File: config.mk
export PLATFORM = sky130hd
export DESIGN_NAME = wb_host_master
export DESIGN_NICKNAME = d
export VERILOG_FILES = /design/src/rtl/wb_host_master.sv
export SDC_FILE = /design/constraint.sdc
export NUM_CORES = 1
export LEC_CHECK = 0
export BUFFER_PORTS_ARGS = -buffer_cell sky130_fd_sc_hd__buf_2
export CAP_MARGIN = 20
export CORE_AREA = 2 2 107 109
export CTS_CLUSTER_SIZE = 28
export DETAILED_ROUTE_END_ITERATION = 10
export DIE_AREA = 0 0 109 111
export PLACE_DENSITY = 0.79
export SLEW_MARGIN = 20
export SYNTH_ARGS = -nofsm -noshare
export SYNTH_HDL_FRONTEND = slang
export SYNTH_SLANG_ARGS = --single-unit
File: constraint.sdc
create_clock -name wb_clk_i -period 5.8 [get_ports wb_clk_i]
set_input_delay 1.16 -clock wb_clk_i [delete_from_list [all_inputs] [get_ports wb_clk_i]]
set_output_delay 1.16 -clock wb_clk_i [all_outputs]
set_load 0.01 [all_outputs]
File: src/rtl/wb_host_master.sv
// rtl/wb_host_master.sv - Wishbone classic single-transfer initiator with command/response handshakes
// One command in flight at a time; each command becomes exactly one read or write bus cycle.

module wb_host_master #(
  parameter int TIMEOUT = 255
) (
  input  logic        wb_clk_i,
  input  logic        wb_rst_i,
  input  logic        cmd_valid,
  output logic        cmd_ready,
  input  logic        cmd_we,
  input  logic [31:0] cmd_adr,
  input  logic [31:0] cmd_dat,
  input  logic [3:0]  cmd_sel,
  output logic        rsp_valid,
  input  logic        rsp_ready,
  output logic [31:0] rsp_dat,
  output logic        rsp_err,
  output logic        wbm_cyc_o,
  output logic        wbm_stb_o,
  output logic        wbm_we_o,
  output logic [3:0]  wbm_sel_o,
  output logic [31:0] wbm_adr_o,
  output logic [31:0] wbm_dat_o,
  input  logic [31:0] wbm_dat_i,
  input  logic        wbm_ack_i,
  output logic        busy
);

  localparam logic [1:0] ST_IDLE = 2'd0;
  localparam logic [1:0] ST_BUS  = 2'd1;
  localparam logic [1:0] ST_RESP = 2'd2;

  localparam logic [15:0] TIMER_LAST = 16'(TIMEOUT - 1);

  logic [1:0]  state;
  logic [15:0] timer;
  logic        cyc_q;

  // cyc and stb are one register: transfers are never pipelined.
  assign wbm_cyc_o = cyc_q;
  assign wbm_stb_o = cyc_q;
  assign busy      = (state != ST_IDLE);

  always_ff @(posedge wb_clk_i or posedge wb_rst_i) begin
    if (wb_rst_i) begin
      state     <= ST_IDLE;
      timer     <= 16'd0;
      cmd_ready <= 1'b0;
      cyc_q     <= 1'b0;
      wbm_we_o  <= 1'b0;
      wbm_sel_o <= 4'd0;
      wbm_adr_o <= 32'd0;
      wbm_dat_o <= 32'd0;
      rsp_valid <= 1'b0;
      rsp_dat   <= 32'd0;
      rsp_err   <= 1'b0;
    end else begin
      case (state)
        ST_IDLE: begin
          if (cmd_valid && cmd_ready) begin
            cmd_ready <= 1'b0;
            cyc_q     <= 1'b1;
            wbm_we_o  <= cmd_we;
            wbm_sel_o <= cmd_sel;
            wbm_adr_o <= cmd_adr;
            wbm_dat_o <= cmd_we ? cmd_dat : 32'd0;
            timer     <= 16'd0;
            state     <= ST_BUS;
          end else begin
            cmd_ready <= 1'b1;
          end
        end

        ST_BUS: begin
          // An ack on the timeout edge takes priority over the abort.
          if (wbm_ack_i) begin
            cyc_q     <= 1'b0;
            wbm_we_o  <= 1'b0;
            wbm_sel_o <= 4'd0;
            wbm_adr_o <= 32'd0;
            wbm_dat_o <= 32'd0;
            rsp_dat   <= wbm_we_o ? 32'd0 : wbm_dat_i;
            rsp_err   <= 1'b0;
            rsp_valid <= 1'b1;
            state     <= ST_RESP;
          end else if (timer == TIMER_LAST) begin
            cyc_q     <= 1'b0;
            wbm_we_o  <= 1'b0;
            wbm_sel_o <= 4'd0;
            wbm_adr_o <= 32'd0;
            wbm_dat_o <= 32'd0;
            rsp_dat   <= 32'd0;
            rsp_err   <= 1'b1;
            rsp_valid <= 1'b1;
            state     <= ST_RESP;
          end else begin
            timer <= timer + 16'd1;
          end
        end

        ST_RESP: begin
          if (rsp_ready) begin
            rsp_valid <= 1'b0;
            rsp_dat   <= 32'd0;
            rsp_err   <= 1'b0;
            cmd_ready <= 1'b1;
            state     <= ST_IDLE;
          end
        end

        default: begin
          state     <= ST_IDLE;
          cmd_ready <= 1'b0;
        end
      endcase
    end
  end

endmodule

==> reports/metrics.yaml <==
run_status:
  status: "finished clean"
placement:
  place_inst: 837
  gp_congestion: 0.878
  dp_hpwl_um: 9160
  portBuffers: 212
critical_path:
  end_kind: "flip-flop"
  cp.arrival_ns: 2.98
  crit_buf_inv: 2
  cp_top_family: "compound AO/OA/AOI/OAI gates"
  cp-startpoint: "timer[0]"
  worstPathRequired_ns: 6.06
  path_class: "flip-flop to flip-flop"
  start_kind: "flip-flop"
  cpMaxStageDelayCell: "or4b_1"
  path_cells: "inv_1, ha_1, or4b_1, o41a_4, nor2_4, buf_4, o21ai_0"
  cpPeakStageDelay_ns: 0.53
  worstReg2RegStart: "timer[0]"
  cp_max_fo: 69
final_layout:
  drive_above_1_share_pct: 36.4
  fin_cells: 869
  fill_cells: 927
  num_antenna_cells: 0
  register_area_um2: 3080
  multi_input_area_um2: 1860
  syn_to_final_growth_pct: 35.0
  nets: 821
sta:
  fin_crit_ns: 2.72
  holdWs_ns: 0.497
  finClkSkew_ns: 0.0164
  rsz0062_at_grt: "no"
  setup_viol: 0
  final_hold_viol_count: 0
  fmax_ghz: 0.368
  period_share_pct: 46.9
  setup_tns_ns: 0
  relSlewSlack_pct: 42.7
  report.final.slew_viol_count: 0
  worst_slew_pin_slew_ns: 0.860
global_routing:
  grt_pass1_wl_um: 22800
  grt_max_degree: 72
  overflow: 0
  antenna_found_initial: 0
  grt_pass1_vias: 4727
  gr-usage-all-layers_pct: 23.8
clock_tree:
  clkLatencyLatePin_ns: 0.41
  cts_setup_buffers: 0
  clk_path_buf_depth: 2
  cts_tree: "built"
  cts_hold_buf: 0
  cts_resized: 0
  cts.sinks: 123
  clockRootBuffer: "clkbuf_16"
  cts_htree_levels: 4
  cts_buffers: 17
  cts.clk_slew.worst_paths_ns: 0.06
run:
  max_cap_viol_count: 0
synth:
  ys_async_sr_fraction_pct: 100
  synth-simple-area-share_pct: 16.2
  yosysTopAreaCell: "dfrtp_1"
  synth_fa_ha_area_share_pct: 0.487
  synthDistinctLibCells: 40
  yosys_warnings: 0
  ys_ff_latch: 123
  synth_top_family_by_area: "compound AO/OA/AOI/OAI gates"
  muxShareOfSynthArea_pct: 0
  synth_most_common_cell: "dfrtp_1"
  synth_edf_count: 0
  synth_compound_area_share_pct: 19.1
  syn_nets: 623
  netlist_top_cells_area: "dfrtp_1 60%, nand2_1 8.6%, o21ai_0 7.3%"
  netlist.area_leader.share_pct: 59.9
  synthCells: 515
  yosysSeqAreaShare_pct: 59.9
  dominantRegCellSynth: "dfrtp_1"
  syn_area_um2: 5140
  synth_xor_area_share_pct: 0
  synth_area_per_cell_um2: 9.97
  synth_commonest_cells: "123 x dfrtp_1, 118 x nand2_1, 75 x o21ai_0, 42 x nand3_1, 32 x a22o_1"
drt:
  viasPerCell: 5.49
  post-route-drc-count: 0
  first_pass_iters: 5
  drtIter0Drc: 286
  wire_per_inst_um: 16.1
  postRouteAntennaNets: 0
  totalWireLength_um: 14000
  via_count: 4773
min_path:
  holdCritPathClass: "flip-flop to flip-flop"
  min_from: "rsp_dat[18]"
floorplanning:
  fp-row-count: 39
  initial_utilization_pct: 46.4
  dieArea_um2: 12100
  core_um2: 11100
  die_x_um: 109
  die_y_um: 111
  ios: 213
power:
  p_per_area_nw_per_um2: 549
  peakVddDrop_v: 0.000270
  power_w: 0.00380
  leakage_nw: 3.51
==> layout by cell type (no fill, tap or decap), types with 2 or more instances in the layout <==
cell type	instances
clkinv_4	2
bufinv_16	5
buf_2	212
nand3_1	41
a31oi_1	11
inv_6	3
clkbuf_8	2
nand2b_1	2
nor4_1	5
o221ai_1	2
and3_1	2
o21ai_0	75
nor3_1	4
a21oi_1	9
o21ai_1	3
o21a_1	6
a31o_2	2
clkbuf_16	17
buf_4	7
inv_1	8
nand4_1	4
a22o_1	32
clkinvlp_4	2
nand2_1	118
ha_1	2
dfrtp_1	123
nor2_1	5
o211ai_1	2
==> power breakdown <==
group | switching [W] | internal (W)
Clock | 0.000394 | 0.000791
Sequential | 0.000210 | 0.00119
Combinational | 0.000748 | 0.000472
==> registers in the layout (all words and copies together), names as in the netlist <==
name	count
wbm_dat_o	32
wbm_cyc_o	1
wbm_adr_o	32
rsp_dat	32
cmd_ready	1
wbm_sel_o	4
rsp_valid	1
wbm_we_o	1
rsp_err	1
timer	16
state	2
==> per-stage QoR <==
stage          area, µm²  setup slack, ns  util (%)
2_1_floorplan       5140             1.37         -
3_3_place_gp        6270             3.19      56.6
4_1_cts             6930             3.12      62.6
3_5_place_dp        6270             3.11      56.6
5_1_grt             6930             2.93      62.6
6_report            6930             3.08      62.6
==> worst paths after layout <==
check                           endpoint  slack, ns  depth (start not counted)
hold / removal               rsp_dat[18]       0.50                          1
hold reg to reg              rsp_dat[18]       0.50                          1
setup reg to reg           wbm_adr_o[10]       3.08                          7
min in group asynchronous    rsp_dat[15]       0.91                          2
setup / recovery           wbm_adr_o[10]       3.08                          7
max in group asynchronous   wbm_adr_o[6]       3.66                          3
==> per-layer routing <==
metal | global-route usage, % | share of wire [%]
met1 | 30.2 | 40
met2 | 38.1 | 50
met3 | 7.05 | 7.9
met4 | 9.57 | 2.1
met5 | 0 | 0
==> logic make-up after synthesis <==
group	count (synthesis)
fa+ha+maj	2
simple gates	189
compound gates	151
flops	123
buf+inv	50
==> cell type report <==
cell class | instances | share of cell area, %
clock buffer | 20 | 6.59
clock inverter | 12 | 3.01
inverter | 10 | 0.578
multi-input combinational | 342 | 26.8
sequential | 123 | 44.4
tap | 143 | 2.58
timing repair buffer | 219 | 16.1
Note: power is estimated with default switching activity, not from simulation.
